**config.mk**
```make
export PLATFORM = sky130hd
export DESIGN_NAME = pmod_pir_detect
export DESIGN_NICKNAME = d
export VERILOG_FILES = /design/src/rtl/pmod_pir_pkg.sv /design/src/rtl/pmod_sync2.sv /design/src/rtl/pmod_pir_detect.sv
export SDC_FILE = /design/constraint.sdc
export NUM_CORES = 1
export LEC_CHECK = 0
export ABC_CLOCK_PERIOD_IN_PS = 2600
export CAP_MARGIN = 20
export CORE_AREA = 2 2 79 81
export CTS_BUF_LIST = sky130_fd_sc_hd__clkbuf_2 sky130_fd_sc_hd__clkbuf_4 sky130_fd_sc_hd__clkbuf_8
export DETAILED_ROUTE_END_ITERATION = 7
export DIE_AREA = 0 0 81 83
export PLACE_DENSITY = 0.89
export SLEW_MARGIN = 25
export SYNTH_ARGS = -nofsm -noshare
export SYNTH_HDL_FRONTEND = slang
export SYNTH_SLANG_ARGS = --single-unit
```
**constraint.sdc**
```tcl
create_clock -name clk -period 2.6 [get_ports clk]
set_input_delay 0.52 -clock clk [delete_from_list [all_inputs] [get_ports clk]]
set_output_delay 0.52 -clock clk [all_outputs]
set_load 0.005 [all_outputs]
```
**src/rtl/pmod_pir_pkg.sv**
```systemverilog
// -----------------------------------------------------------------------------
// pmod_pir_pkg
// Shared types and constants for the Pmod PIR conditioning path.
//   pir_state_e     : motion qualification FSM states
//   EVENT_CNT_W     : width of the software-visible motion event counter
//   EVENT_CNT_MAX   : saturation value of the event counter
//   event_cnt_next(): next value of the saturating, clearable event counter
// -----------------------------------------------------------------------------
package pmod_pir_pkg;

  typedef enum logic [2:0] {
    IDLE    = 3'd0,
    QUAL_HI = 3'd1,
    ACTIVE  = 3'd2,
    QUAL_LO = 3'd3,
    HOLDOFF = 3'd4
  } pir_state_e;

  localparam int                     EVENT_CNT_W   = 16;
  localparam logic [EVENT_CNT_W-1:0] EVENT_CNT_MAX = 16'hFFFF;
  localparam logic [EVENT_CNT_W-1:0] EVENT_CNT_ONE = 16'h0001;
  localparam logic [EVENT_CNT_W-1:0] EVENT_CNT_NIL = 16'h0000;

  // A clear in the same cycle as an event still records that event, so
  // software never loses the onset that raced with its clear.
  function automatic logic [EVENT_CNT_W-1:0] event_cnt_next(
    input logic [EVENT_CNT_W-1:0] cnt,
    input logic                   evt,
    input logic                   clr
  );
    logic [EVENT_CNT_W-1:0] nxt;
    if (clr) begin
      nxt = evt ? EVENT_CNT_ONE : EVENT_CNT_NIL;
    end else if (evt && (cnt != EVENT_CNT_MAX)) begin
      nxt = cnt + EVENT_CNT_ONE;
    end else begin
      nxt = cnt;
    end
    return nxt;
  endfunction

endpackage

```
**src/rtl/pmod_sync2.sv**
```systemverilog
// -----------------------------------------------------------------------------
// pmod_sync2
// Generic WIDTH-bit two-flop synchroniser for asynchronous Pmod pins.
//   clk    : destination clock
//   resetn : asynchronous active-low reset, clears both stages
//   d      : asynchronous input bits
//   q      : synchronised bits (second flop stage)
// -----------------------------------------------------------------------------
module pmod_sync2 #(
  parameter int WIDTH = 8
) (
  input  logic             clk,
  input  logic             resetn,
  input  logic [WIDTH-1:0] d,
  output logic [WIDTH-1:0] q
);

  logic [WIDTH-1:0] meta_r;
  logic [WIDTH-1:0] sync_r;

  // Two-stage capture; meta_r may go metastable and is only read by sync_r.
  always_ff @(posedge clk or negedge resetn) begin
    if (!resetn) begin
      meta_r <= {WIDTH{1'b0}};
      sync_r <= {WIDTH{1'b0}};
    end else begin
      meta_r <= d;
      sync_r <= meta_r;
    end
  end

  assign q = sync_r;

endmodule

```
**src/rtl/pmod_pir_detect.sv**
```systemverilog
// -----------------------------------------------------------------------------
// pmod_pir_detect
// Conditions the raw Pmod pins ahead of the PIR remap stage / AXI GPIO:
// synchronises every pin, debounces the PIR output, and produces a motion
// level, a one-cycle onset event, a sticky interrupt and a saturating count.
//   clk          : system (AXI) clock
//   resetn       : asynchronous active-low reset
//   pin_i        : raw Pmod pins (top row 3:0, bottom row 7:4)
//   sync_o       : synchronised pins for the remap stage
//   motion       : debounced PIR level
//   motion_event : one-cycle pulse per qualified onset
//   irq_en       : interrupt enable
//   irq_clr      : interrupt clear (level)
//   irq          : sticky interrupt
//   count_clr    : event counter clear
//   event_count  : saturating number of motion events
// -----------------------------------------------------------------------------
module pmod_pir_detect
  import pmod_pir_pkg::*;
#(
  parameter int WIDTH           = 8,
  parameter int PIR_BIT         = 0,
  parameter int DEBOUNCE_CYCLES = 100000,
  parameter int HOLDOFF_CYCLES  = 50000000,
  parameter int CNT_W           = 32
) (
  input  logic                   clk,
  input  logic                   resetn,
  input  logic [WIDTH-1:0]       pin_i,
  output logic [WIDTH-1:0]       sync_o,
  output logic                   motion,
  output logic                   motion_event,
  input  logic                   irq_en,
  input  logic                   irq_clr,
  output logic                   irq,
  input  logic                   count_clr,
  output logic [EVENT_CNT_W-1:0] event_count
);

  localparam int NEED_CNT = (DEBOUNCE_CYCLES > HOLDOFF_CYCLES) ? DEBOUNCE_CYCLES
                                                               : HOLDOFF_CYCLES;

  // Reject parameter sets the counter logic cannot honour.
  generate
    if ((PIR_BIT < 0) || (PIR_BIT >= WIDTH)) begin : g_bad_pir_bit
      $error("pmod_pir_detect: PIR_BIT out of range 0..WIDTH-1");
    end
    if (DEBOUNCE_CYCLES < 1) begin : g_bad_debounce
      $error("pmod_pir_detect: DEBOUNCE_CYCLES must be >= 1");
    end
    if (HOLDOFF_CYCLES < 0) begin : g_bad_holdoff
      $error("pmod_pir_detect: HOLDOFF_CYCLES must be >= 0");
    end
    if ((CNT_W < 1) || ((NEED_CNT >> CNT_W) != 0)) begin : g_bad_cnt_w
      $error("pmod_pir_detect: CNT_W too narrow for DEBOUNCE/HOLDOFF cycles");
    end
  endgenerate

  // Counters compare against the last count value instead of adding one,
  // which is equivalent to cnt+1==N but needs no extra carry bit.
  localparam logic [CNT_W-1:0] CNT_ZERO  = {CNT_W{1'b0}};
  localparam logic [CNT_W-1:0] CNT_ONE   = CNT_W'(1'b1);
  localparam logic [CNT_W-1:0] DEB_LAST  = CNT_W'(DEBOUNCE_CYCLES - 1);
  localparam logic [CNT_W-1:0] HOLD_LAST = (HOLDOFF_CYCLES > 0) ? CNT_W'(HOLDOFF_CYCLES - 1)
                                                                : CNT_ZERO;
  localparam pir_state_e       EXIT_STATE = (HOLDOFF_CYCLES == 0) ? IDLE : HOLDOFF;

  logic [WIDTH-1:0] sync_s;
  logic             pir_s;
  pir_state_e       state_r;
  pir_state_e       state_nxt_s;
  logic [CNT_W-1:0] cnt_r;
  logic [CNT_W-1:0] cnt_nxt_s;
  logic             motion_nxt_s;
  logic             event_nxt_s;
  logic             motion_r;
  logic             event_r;
  logic             irq_r;
  logic [EVENT_CNT_W-1:0] count_r;

  pmod_sync2 #(
    .WIDTH (WIDTH)
  ) u_sync (
    .clk    (clk),
    .resetn (resetn),
    .d      (pin_i),
    .q      (sync_s)
  );

  assign pir_s = sync_s[PIR_BIT];

  // FSM state and shared debounce/holdoff counter.
  always_ff @(posedge clk or negedge resetn) begin
    if (!resetn) begin
      state_r <= IDLE;
      cnt_r   <= CNT_ZERO;
    end else begin
      state_r <= state_nxt_s;
      cnt_r   <= cnt_nxt_s;
    end
  end

  // Next-state logic; the counter restarts on every state change.
  always_comb begin
    state_nxt_s = state_r;
    cnt_nxt_s   = cnt_r;
    case (state_r)
      IDLE: begin
        if (pir_s) begin
          if (DEBOUNCE_CYCLES == 1) begin
            state_nxt_s = ACTIVE;
            cnt_nxt_s   = CNT_ZERO;
          end else begin
            state_nxt_s = QUAL_HI;
            cnt_nxt_s   = CNT_ONE;
          end
        end else begin
          cnt_nxt_s = CNT_ZERO;
        end
      end
      QUAL_HI: begin
        if (!pir_s) begin
          state_nxt_s = IDLE;
          cnt_nxt_s   = CNT_ZERO;
        end else if (cnt_r == DEB_LAST) begin
          state_nxt_s = ACTIVE;
          cnt_nxt_s   = CNT_ZERO;
        end else begin
          cnt_nxt_s = cnt_r + CNT_ONE;
        end
      end
      ACTIVE: begin
        if (!pir_s) begin
          if (DEBOUNCE_CYCLES == 1) begin
            state_nxt_s = EXIT_STATE;
            cnt_nxt_s   = CNT_ZERO;
          end else begin
            state_nxt_s = QUAL_LO;
            cnt_nxt_s   = CNT_ONE;
          end
        end else begin
          cnt_nxt_s = CNT_ZERO;
        end
      end
      QUAL_LO: begin
        if (pir_s) begin
          // Dropout shorter than the debounce window: motion never fell.
          state_nxt_s = ACTIVE;
          cnt_nxt_s   = CNT_ZERO;
        end else if (cnt_r == DEB_LAST) begin
          state_nxt_s = EXIT_STATE;
          cnt_nxt_s   = CNT_ZERO;
        end else begin
          cnt_nxt_s = cnt_r + CNT_ONE;
        end
      end
      HOLDOFF: begin
        // The sensor is ignored here; IDLE re-qualifies from scratch.
        if (cnt_r == HOLD_LAST) begin
          state_nxt_s = IDLE;
          cnt_nxt_s   = CNT_ZERO;
        end else begin
          cnt_nxt_s = cnt_r + CNT_ONE;
        end
      end
      default: begin
        state_nxt_s = IDLE;
        cnt_nxt_s   = CNT_ZERO;
      end
    endcase
  end

  // Output decode from the next state so the registered outputs line up
  // with the state they describe.
  always_comb begin
    motion_nxt_s = (state_nxt_s == ACTIVE) || (state_nxt_s == QUAL_LO);
    event_nxt_s  = (state_nxt_s == ACTIVE) && ((state_r == IDLE) || (state_r == QUAL_HI));
  end

  // Registered motion level and onset pulse.
  always_ff @(posedge clk or negedge resetn) begin
    if (!resetn) begin
      motion_r <= 1'b0;
      event_r  <= 1'b0;
    end else begin
      motion_r <= motion_nxt_s;
      event_r  <= event_nxt_s;
    end
  end

  // Sticky interrupt; a new event wins over a simultaneous clear.
  always_ff @(posedge clk or negedge resetn) begin
    if (!resetn) begin
      irq_r <= 1'b0;
    end else if (event_r && irq_en) begin
      irq_r <= 1'b1;
    end else if (irq_clr) begin
      irq_r <= 1'b0;
    end else begin
      irq_r <= irq_r;
    end
  end

  // Saturating event counter.
  always_ff @(posedge clk or negedge resetn) begin
    if (!resetn) begin
      count_r <= EVENT_CNT_NIL;
    end else begin
      count_r <= event_cnt_next(count_r, event_r, count_clr);
    end
  end

  assign sync_o       = sync_s;
  assign motion       = motion_r;
  assign motion_event = event_r;
  assign irq          = irq_r;
  assign event_count  = count_r;

endmodule

```
# Word-level counts from Yosys, hierarchy flattened
# Index checks and enable logic that the tools add are counted.
dict set report totals {
  register_bits 70
  inputBits 13
  output_inout_bits 27
  elab_cells 47
}
dict set report op_classes {
  addsub 2
  n_eq_ne 9
  mux 20
  reduce_logical 8
}
# cell n
set op_table {}
lappend op_table {{32-bit one-hot mux with 5 select lines} 1}
lappend op_table {{32-bit two-way mux} 4}
lappend op_table {{32-bit by 1-bit adder with 32-bit output, second input constant} 1}
lappend op_table {{32-bit by 17-bit equality test with 1-bit output, second input constant} 1}
lappend op_table {{32-bit by 26-bit equality test with 1-bit output, second input constant} 1}
lappend op_table {{16-bit two-way mux} 2}
lappend op_table {{3-bit two-way mux} 7}
lappend op_table {{16-bit by 1-bit adder with 16-bit output, second input constant} 1}
lappend op_table {{16-bit != test, second input constant} 1}
lappend op_table {{3-bit one-hot mux with 5 select lines} 1}
lappend op_table {{3-bit by 2-bit equality test with 1-bit output, second input constant} 4}
lappend op_table {{1-bit two-way mux} 5}
lappend op_table {{2-bit nonzero test} 2}
lappend op_table {{3-bit by 1-bit equality test with 1-bit output, second input constant} 1}
lappend op_table {{3-bit equality test, second input constant} 1}
lappend op_table {{1-bit logical AND} 3}
lappend op_table {{3-bit logical NOT} 1}
lappend op_table {{1-bit logical OR} 2}

# Logic depth before layout (Yosys ltp)
dict set report depth {
  depth_word 6
  depth_mapped 7
  depth_no_buf 6
}

# Cells and area by module
# Synthesis repeated with hierarchy kept, for this count alone.
dict set report unflattened {
  hier_cells 317
  hier_area_um2 3249.4
}
# module instances cells_each area_each_um2 seq_area_each_um2
set by_module_without_submodules {}
lappend by_module_without_submodules {pmod_pir_detect 1 301 2849.0 1351.3}
lappend by_module_without_submodules {pmod_sync2 1 16 400.4 400.4}

# Worst setup path after synthesis
# No wires, ideal clock.
dict set report synth_timing {
  kind {register to register}
  from {reg cnt_r[16]}
  to {reg cnt_r[11]}
  setup_time_ns 0.119
  t_arrival_ns 1.881
  required_time_ns 2.481
  path_slack_ns 0.600
  stages_incl_launch_ff 7
  path_buffers 1
  cell_sequence {dfrtp_1 or4b_4 nor4_4 a31oi_2 a211oi_4 buf_6 nor2_2}
}
dict set report synth_via {
  elab_chain_cells 4
  elab_cells_between_ends 7
}
# item line_no
set synth_rtl {}
lappend synth_rtl {{start, declared} pmod_pir_detect.sv:72} ;# logic [CNT_W-1:0] cnt_r;
lappend synth_rtl {{start signal, assigned} pmod_pir_detect.sv:99} ;# cnt_r <= cnt_nxt_s;
lappend synth_rtl {{32-bit by 17-bit equality test with 1-bit output} {pmod_pir_detect.sv:125, pmod_pir_detect.sv:150}}
lappend synth_rtl {{32-bit two-way mux} {pmod_pir_detect.sv:125, pmod_pir_detect.sv:150}}
lappend synth_rtl {{32-bit two-way mux (on tied branches)} {pmod_pir_detect.sv:146, pmod_pir_detect.sv:122}}
lappend synth_rtl {{32-bit one-hot mux with 5 select lines *} pmod_pir_detect.sv:107} ;# case (state_r)
lappend synth_rtl {{via cnt_nxt_s[11]} pmod_pir_detect.sv:73} ;# logic [CNT_W-1:0] cnt_nxt_s;
# The timed path passes the listed nets; every way through them passes the cells marked *.
# A chain may end at the register's enable or synchronous reset.

# Worst setup path in the final report
dict set report layout_timing {
  from {reg cnt_r[20]}
  to {reg cnt_r[25]}
}
dict set report layout_via {
  elab_chain_cells 4
  elab_cells_between_ends 8
}
# item line_no
set layout_rtl {}
lappend layout_rtl {{32-bit by 1-bit adder with 32-bit output or 32-bit by 17-bit equality test with 1-bit output (tied branches)} -}
lappend layout_rtl {{32-bit two-way mux} {pmod_pir_detect.sv:125, pmod_pir_detect.sv:150}}
lappend layout_rtl {{32-bit two-way mux (on tied branches)} {pmod_pir_detect.sv:146, pmod_pir_detect.sv:122}}
lappend layout_rtl {{32-bit one-hot mux with 5 select lines *} pmod_pir_detect.sv:107}
lappend layout_rtl {{via cnt_nxt_s[25]} pmod_pir_detect.sv:73}
# Marks and branches as above.

==> impl_metrics.env <==
export IMPL_wire_per_inst_um=15.6
export IMPL_cts_sinks=70
export IMPL_cts_tree="yes"
export IMPL_rows=28
export IMPL_worstPathArrival_ps=2470
export IMPL_slew_violations=0
export IMPL_hold_class="in2async"
export IMPL_ys_flop_type="dfrtp_1"
export IMPL_critPathRequiredTime_ps=2830
export IMPL_grtUsageTotal=0.225
export IMPL_peakVddDrop_v=0.000508
export IMPL_ys_types=43
export IMPL_start_util=0.568
export IMPL_die_w_um=81
export IMPL_drt_iter0_drc=216
export IMPL_nets=378
export IMPL_io_buffers=39
export IMPL_skew_ps=11.2
export IMPL_htree_num_levels=3
export IMPL_grt_pass1_vias=2554
export IMPL_clk_pin_slew_ps=80
export IMPL_fmax_mhz=446
export IMPL_cp_top_family="simple AND/OR/NAND/NOR gates"
export IMPL_finalSetupViolCount=0
export IMPL_ctsLongestPathBuffers=2
export IMPL_via_per_inst=5.89
export IMPL_async_flop_share=1.00
export IMPL_syn2layout_area_growth_pct=19.9
export IMPL_reg2reg_depth=6
export IMPL_setup_slack_ps=357
export IMPL_die_area_um2=6720
export IMPL_power_density_nw_per_um2=532
export IMPL_core_um2=5820
export IMPL_synth_edf_count=0
export IMPL_tightestPinTransition_ps=626
export IMPL_slew_headroom=0.581
export IMPL_hpwl_um=4630
export IMPL_pin_count=40
export IMPL_cts_inserted_buffers=9
export IMPL_slowest_stage="or4_1"
export IMPL_rrSetupSlack_ps=360
export IMPL_grt_antenna_before_repair=0
export IMPL_gp_congestion=0.866
export IMPL_rsz0062_at_grt="false"
export IMPL_setup_tns_ps=0
export IMPL_status="finished clean"
export IMPL_cp_num_cells=6
export IMPL_crit_fanout=22
export IMPL_ys_warn_count=0
export IMPL_place_ws_ps=388
export IMPL_syn_inst=320
export IMPL_overflow=0
export IMPL_dr_total_vias=2609
export IMPL_cp_start_kind="flop"
export IMPL_postRouteAntennaNets=0
export IMPL_timing_rr_end="cnt_r[25]"
export IMPL_cts_setup_buffers=0
export IMPL_grt_max_degree=71
export IMPL_cts_hold_buf=0
export IMPL_finalPower_mw=2.11
export IMPL_nFillCells=422
export IMPL_first_pass_iters=4
export IMPL_ctsResizeCount=0
export IMPL_clkLatencyLatePin_ps=350
export IMPL_min_period_ps=2240
export IMPL_routed_wirelength_um=6910
export IMPL_yosys_register_bits=70
export IMPL_antenna_cells=0
export IMPL_fin_crit_sh=0.863
export IMPL_grt_first_pass_wirelength_um=11700
export IMPL_syn_area_um2=3310
export IMPL_worst_setup_path_type="reg2reg"
export IMPL_max_cap_violations=0
export IMPL_cts_root_buffer="clkbuf_8"
export IMPL_p_leak_nw=1.60
export IMPL_syn_area_per_cell_um2=10.3
export IMPL_drive_gt1_frac=0.101
export IMPL_r2r_start="cnt_r[20]"
export IMPL_crit_path_max_incr_delay_ps=560
export IMPL_crit_chain="or4_1, nor4_2, nand2_2, a211oi_4, buf_4, nor2_1"
export IMPL_drc=0
export IMPL_hold_viol=0
export IMPL_crit_buf_inv=1
export IMPL_synth_nets=335
export IMPL_cp_end_kind="flop"
export IMPL_chipHeight_um=83
export IMPL_synth_yosys_seq_area_share=0.530
## logic make-up after synthesis
logic type | count (synthesis) | synth area share
simple gates | 159 | 0.259
flops | 70 | 0.530
xor+xnor | 44 | 0.117
compound gates | 23 | 0.0519
buf+inv | 20 | 0.0295
mux | 2 | 0.00606
fa+ha+maj | 2 | 0.00757
## cell type report
| class | instances | area [um2] | area share |
|---|---|---|---|
| clock inverter | 7 | 80.1 | 0.0202 |
| clock buffer | 9 | 124 | 0.0313 |
| tap | 75 | 93.8 | 0.0237 |
| inverter | 10 | 37.5 | 0.00947 |
| sequential | 70 | 1750 | 0.442 |
| timing repair buffer | 42 | 420 | 0.106 |
| multi-input combinational | 230 | 1460 | 0.367 |
## layout by cell type (no fill, tap or decap), drive strengths merged, types with 2 or more instances in the layout
cell / synthesis / routed
or4: 2 / 2
clkbuf: 6 / 9
nand2: 20 / 20
inv: 10 / 14
clkdlybuf4s50: 0 / 38
nor4: 8 / 8
nand3: 16 / 16
o211ai: 3 / 3
nand4: 12 / 12
nor2b: 2 / 2
o21a: 2 / 2
buf: 4 / 4
and4: 6 / 6
mux2i: 2 / 2
and3: 8 / 8
nor2: 60 / 60
ha: 2 / 2
and2: 4 / 4
dfrtp: 70 / 70
a21oi: 3 / 3
o21ai: 7 / 7
xnor2: 26 / 26
nor3: 14 / 14
o2111ai: 2 / 2
xor2: 18 / 18
## per-layer routing
metal | global-route usage | part of all wire | up-vias
met5 | 0 | 0 | -
met4 | 0.112 | 0.029 | 0
met1 | 0.277 | 0.40 | 1281
li1 | - | - | 1197
met2 | 0.371 | 0.52 | 105
met3 | 0.0446 | 0.053 | 26
## power by group
group          leakage [nW]  internal (mW)  switching (mW)  total [mW]
registers             0.937           1.10         0.00768        1.11
logic                 0.559         0.0378          0.0464      0.0842
clock network         0.103          0.458           0.458       0.916
## stage by stage
stage | cell area, um2 | hold slack (ps) | instances | utilization
final | 3960 | 169 | 443 | 0.682
after global routing | 3960 | 197 | 443 | 0.682
after CTS | 3960 | 182 | 443 | 0.682
after detailed placement | 3760 | 336 | 427 | 0.647
after global placement | 3760 | 331 | 427 | 0.647
after floorplan | 3310 | 224 | 320 | -
## worst max-delay path by stage
stage	start	endpoint	slack, ps
global route	cnt_r[0]	cnt_r[25]	190
CTS	cnt_r[0]	cnt_r[29]	370
floorplan	cnt_r[16]	cnt_r[11]	600
detailed placement	cnt_r[25]	cnt_r[25]	390
finish	cnt_r[20]	cnt_r[25]	360
global placement	cnt_r[20]	cnt_r[21]	440
## cells in the mapped netlist (2+ instances only)
cell type	instances	share of area
o21ai_0	7	0.011
xnor2_1	26	0.069
nand3_1	16	0.024
o211ai_1	3	0.0068
nor4_2	2	0.0076
nand2_1	19	0.022
buf_6	3	0.010
o21a_1	2	0.0045
dfrtp_1	70	0.53
and2_1	4	0.0076
a21oi_1	3	0.0045
and4_1	6	0.016
and3_1	8	0.015
xor2_1	18	0.048
nor3_1	14	0.021
nand4_1	12	0.023
clkbuf_1	6	0.0068
o2111ai_1	2	0.0053
nor2_2	9	0.017
inv_1	10	0.011
ha_1	2	0.0076
mux2i_1	2	0.0061
nor2_1	51	0.058
nor4_1	5	0.0095
or4_1	2	0.0045
## registers in the layout, indices dropped and copies added, names as in the netlist
signal and cells:
cnt_r 32, event_count 16, u_sync.meta_r 8, u_sync.q 8, state_r 3, irq 1
motion 1, motion_event 1
Power figures use the tool's default switching activity.
==> edit 1: new RTL, config.mk and constraints unchanged <==
Set the package constant `EVENT_CNT_W` to 18 (it was 16).
--- a/src/rtl/pmod_pir_pkg.sv
+++ b/src/rtl/pmod_pir_pkg.sv
@@ -16,7 +16,7 @@
     HOLDOFF = 3'd4
   } pir_state_e;
 
-  localparam int                     EVENT_CNT_W   = 16;
+  localparam int                     EVENT_CNT_W   = 18;
   localparam logic [EVENT_CNT_W-1:0] EVENT_CNT_MAX = 16'hFFFF;
   localparam logic [EVENT_CNT_W-1:0] EVENT_CNT_ONE = 16'h0001;
   localparam logic [EVENT_CNT_W-1:0] EVENT_CNT_NIL = 16'h0000;
Interface: changed (resized event_count); port bits go from 40 to 42. The function was not compared with the original's and may differ.
==> edit 1 against the unedited design <==
Worst setup slack improved by 0.067 ns. Area after synthesis rose by 1.6%. Critical endpoint is now cnt_r[10]. Critical path depth did not move. Largest cell class unchanged. Final cell count rose by 4.5%. Design area rose by 2.9%. Wire length fell by 2.5%. Largest power group unchanged. Power rose by 0.42%. Sequential cell count rose by 2.
==> edit 1: results (changes against the unedited design) <==
| Metric | Value |
|---|---|
| Status | `finished clean` |
| Synth Area in XOR/XNOR | `11.2% (-0.44 points)` |
| CTS H-tree depth | `3 (unchanged)` |
| Largest net degree at the start of global routing | `30 (-58%)` |
| Multiplexer share of the synthesized area | `0.596% (-0.0093 points)` |
| Hold WC Path Type | `in2async` |
| Clock transition at path regs | `0.08 ns (about the same)` |
| Via density | `5.72 (-2.8%)` |
| Number of distinct library cells after synthesis | `42 (-2.3%)` |
| Buffers from clock root to sink, at most | `2 (unchanged)` |
| GRT Util Overall | `22.4% (-0.10 points)` |
| Leakage power total | `1.62 nW (+1.2%)` |
| IO buf count | `41 (+5.1%)` |
| Maximum vdd ir drop | `0.000433 V (-15%)` |
| Post-Route WL | `6.74 mm (-2.5%)` |
| Worst hold margin | `0.126 ns (-0.0427 ns)` |
| Placed Area | `0.00387 mm^2 (+3.0%)` |
| Synth Area in Compound Gates | `3.73% (-1.5 points)` |
| Layout cell share with drive strength beyond 1 | `8.51% (-1.5 points)` |
| Syn nets | `347 (+3.6%)` |
| Crit path DAT | `2.40 ns (-0.07 ns)` |
| Worst-path fanout max | `17 (-23%)` |
| Post-synth top cells | `72 x dfrtp_1, 59 x nor2_1, 31 x xnor2_1` |
| Non-filler instance count after layout | `463 (+4.5%)` |
| Worst slew margin | `59.7% (+1.5 points)` |
| Main area contributors after synthesis | `dfrtp_1 54%, xnor2_1 8.1%, nor2_1 6.6%, xor2_1 3.1%, nand4_1 2.6%` |
| Dpl hpwl | `4.79 mm (+3.3%)` |
| Layout Nets | `398 (+5.3%)` |
| Met3 usage | `6.30% (+1.8 points)` |
| Reg2Reg Setup Slack | `0.42 ns (+0.07 ns)` |
| GP Congestion | `0.871 (+0.59%)` |
| Seq/Total Area, Yosys | `53.7% (+0.68 points)` |
| Mapped Cells | `332 (+3.8%)` |
| ANT cells | `0 (unchanged)` |
| Synth Area in Adders | `0.745% (-0.012 points)` |
| Placed cells | `447 (+4.7%)` |
| Skew final | `0.00898 ns (-0.00225 ns)` |
| M2 GR Usage | `36.4% (-0.75 points)` |
| Met1 Use GR | `29.2% (+1.5 points)` |
| DRT iter0 DRCs | `140 (-35%)` |
[edit 1: changes by cell type after synthesis, moves of 3 or more]
cell,delta
or2_2,+3
a21oi_1,+6
nor2_1,+8
nor2_2,-9
nor4_1,+8
buf_2,+4
xor2_1,-6
xnor2_1,+5
and3_1,-3
inv_1,-3
buf_6,-3
nor3b_1,+3
[edit 1: logic make-up after synthesis]
kind of cell,count (synthesis)
AOI/OAI and AO/OA,21
xor gates and xnor gates,43
adders and majority gates,2
buffers and inverters,15
DFF,72
muxes,2
and+or+nand+nor,177
[edit 1: path summary, 6_finish.rpt]
check	from	to	depth (start not counted)
worst max-delay path	cnt_r[7]	cnt_r[10]	6
worst min-delay path	resetn	u_sync.q[4]	1
worst max register to register	cnt_r[7]	cnt_r[10]	6
worst min register to register	u_sync.meta_r[1]	u_sync.q[1]	0
max in group asynchronous	resetn	cnt_r[3]	2
min in group clk	u_sync.meta_r[1]	u_sync.q[1]	0
[edit 1: area by class of cell]
class / count / area [um^2]
Fill cell: 443 / 1740
Multi-Input combinational cell: 245 / 1490
Clock inverter: 7 / 80.1
Sequential cell: 72 / 1800
Tap cell: 75 / 93.8
Timing Repair Buffer: 48 / 458
Clock buffer: 9 / 124
Inverter: 7 / 26.3
[edit 1: where the power goes]
part / internal, W / leakage (nW) / switching (W)
clock: 0.000453 / 0.0964 / 0.000445
sequential: 0.00113 / 0.965 / 0.00000789
combinational: 0.0000365 / 0.557 / 0.0000440
total: 0.00162 / 1.62 / 0.000496
[edit 1: stage by stage]
| stage | utilization (%) | worst slack [ns] |
|---|---|---|
| after floorplan | - | 0.640 |
| after global placement | 66.6 | 0.460 |
| after detailed placement | 66.6 | 0.453 |
| after CTS | 70.1 | 0.426 |
| after global routing | 70.1 | 0.240 |
| final | 70.1 | 0.424 |
[edit 1: layer usage]
| metal | vias to the layer above | wire [um] |
|---|---|---|
| met5 | - | 0 |
| li1 | 1262 | - |
| met4 | 0 | 82 |
| met2 | 92 | 3380 |
| met3 | 12 | 335 |
| met1 | 1284 | 2940 |
==> edit 2: new RTL, same flow settings <==
Made on the original files. Make the reset (`resetn`) synchronous in 5 clocked blocks. Comments in the files are not updated.
--- a/src/rtl/pmod_sync2.sv
+++ b/src/rtl/pmod_sync2.sv
@@ -19,7 +19,7 @@
   logic [WIDTH-1:0] sync_r;
 
   // Two-stage capture; meta_r may go metastable and is only read by sync_r.
-  always_ff @(posedge clk or negedge resetn) begin
+  always_ff @(posedge clk) begin
     if (!resetn) begin
       meta_r <= {WIDTH{1'b0}};
       sync_r <= {WIDTH{1'b0}};
--- a/src/rtl/pmod_pir_detect.sv
+++ b/src/rtl/pmod_pir_detect.sv
@@ -90,7 +90,7 @@
   assign pir_s = sync_s[PIR_BIT];
 
   // FSM state and shared debounce/holdoff counter.
-  always_ff @(posedge clk or negedge resetn) begin
+  always_ff @(posedge clk) begin
     if (!resetn) begin
       state_r <= IDLE;
       cnt_r   <= CNT_ZERO;
@@ -178,7 +178,7 @@
   end
 
   // Registered motion level and onset pulse.
-  always_ff @(posedge clk or negedge resetn) begin
+  always_ff @(posedge clk) begin
     if (!resetn) begin
       motion_r <= 1'b0;
       event_r  <= 1'b0;
@@ -189,7 +189,7 @@
   end
 
   // Sticky interrupt; a new event wins over a simultaneous clear.
-  always_ff @(posedge clk or negedge resetn) begin
+  always_ff @(posedge clk) begin
     if (!resetn) begin
       irq_r <= 1'b0;
     end else if (event_r && irq_en) begin
@@ -202,7 +202,7 @@
   end
 
   // Saturating event counter.
-  always_ff @(posedge clk or negedge resetn) begin
+  always_ff @(posedge clk) begin
     if (!resetn) begin
       count_r <= EVENT_CNT_NIL;
     end else begin
Behaviour: differs if resetn is asserted again (counterexample within 4 cycles, from zero or initial values and one cycle with resetn low); with resetn held inactive, the same outputs for 10 cycles.
==> edit 2 against the unedited design <==
Die area stayed put. Worst setup slack better by 0.0015 ns. Design area decreased by 7.1%. Via count down 3.3%. Clock skew is essentially flat. Power decreased by 4.1%. Area after synthesis fell by 7.7%. Sequential cell count did not move. Wire length is 9.0% lower. Critical path depth stayed put. Synthesized cell count grew 4.7%. Critical path type unchanged.
==> edit 2: results (changes against the unedited design) <==
| Metric | Value |
|---|---|
| Synth Area in XOR/XNOR | `11.5% (-0.17 points)` |
| Status | `finished clean` |
| Maximum vdd ir drop | `0.000414 V (-19%)` |
| Worst-path fanout max | `30 (+36%)` |
| Largest net degree at the start of global routing | `31 (-56%)` |
| Worst setup path endpoint | `cnt_r[24]` |
| Worst R2R Start | `cnt_r[24]` |
| Async set or reset register ratio after synthesis | `0% (-100 points)` |
| GP Congestion | `0.900 (+3.9%)` |
| Vias in the first global route | `2323 (-9.0%)` |
| Dpl hpwl | `4.31 mm (-7.0%)` |
| Multiplexer share of the synthesized area | `0.656% (+0.051 points)` |
| Slew @ Worst Pin | `0.609 ns (-0.0176 ns)` |
| Metal-1 WL | `2.73 mm (-0.26%)` |
| Hold WC Path Type | `reg2reg` |
| M2 GR Usage | `30.0% (-7.1 points)` |
| Synth Area in Adders | `0.820% (+0.063 points)` |
| FILL cells | `480 (+14%)` |
| Placed Area | `0.00349 mm^2 (-7.3%)` |
| Syn nets | `350 (+4.5%)` |
| Final WS setup | `0.358 ns (+0.00153 ns)` |
| Leakage power total | `1.20 nW (-25%)` |
| Seq/Total Area, Yosys | `45.9% (-7.1 points)` |
| Met3 WL | `396 um (+7.3%)` |
| Synth Area in Compound Gates | `6.40% (+1.2 points)` |
| GRT Util Overall | `19.6% (-2.9 points)` |
| Layout Nets | `391 (+3.4%)` |
| Max FFs per register | `32 (unchanged)` |
| Post-synth top cells | `70 x dfxtp_1, 50 x nor2_1, 22 x nand2_1` |
| WL met2 | `2.99 mm (-17%)` |
| Skew final | `0.0108 ns (-0.000447 ns)` |
| Via density | `5.55 (-5.8%)` |
| Number of buffers created by CTS | `9 (unchanged)` |
| DRT iter0 DRCs | `177 (-18%)` |
==> edit 2: cell count changes after synthesis, sizes merged, moves of 6 or more <==
cell   delta
nor3      -8
xnor2     -6
inv       -6
nor2     -10
dfrtp    -70
dfxtp    +70
and2     +16
a21oi     +8
==> edit 2: metrics by stage <==
stage	util, %	hold slack, ns	instances	total power [W]
final	63.3	0.436	455	0.00202
after global routing	63.3	0.455	455	0.00209
after CTS	63.3	0.440	455	0.00204
after detailed placement	59.9	0.422	440	0.00117
after global placement	59.9	0.414	440	0.00117
after floorplan	-	0.412	335	0.00113
==> edit 2: where the power goes <==
part            total, W  internal (W)  switching, W  leakage (nW)
registers        0.00109       0.00108    0.00000471         0.567
clock network   0.000883      0.000486      0.000397        0.0955
logic          0.0000524     0.0000337     0.0000187         0.534
total            0.00202       0.00160      0.000420          1.20
==> edit 2: layout make-up <==
type / count / share of cell area (%)
Sequential cell: 70 / 38.0
Inverter: 4 / 0.408
Multi-Input combinational cell: 250 / 42.6
Clock buffer: 12 / 4.14
Clock inverter: 3 / 1.22
Timing Repair Buffer: 41 / 11.0
Tap cell: 75 / 2.55
==> edit 2: how the worst min path moves through the flow <==
stage,startpoint,to,slack [ns]
finish,u_sync.meta_r[7],u_sync.q[7],0.44
global route,u_sync.meta_r[6],u_sync.q[6],0.45
CTS,u_sync.meta_r[5],u_sync.q[5],0.44
detailed placement,u_sync.meta_r[0],u_sync.q[0],0.42
global placement,u_sync.meta_r[4],u_sync.q[4],0.41
floorplan,u_sync.meta_r[0],u_sync.q[0],0.41
==> edit 2: worst max-delay path: stages, from the launching register on <==
cell and delay, ns:
dfxtp_1 0.36, or4_4 0.56, nor4_4 0.42, a21oi_2 0.09, o31ai_4 0.26, buf_4 0.34, nor2_1 0.09
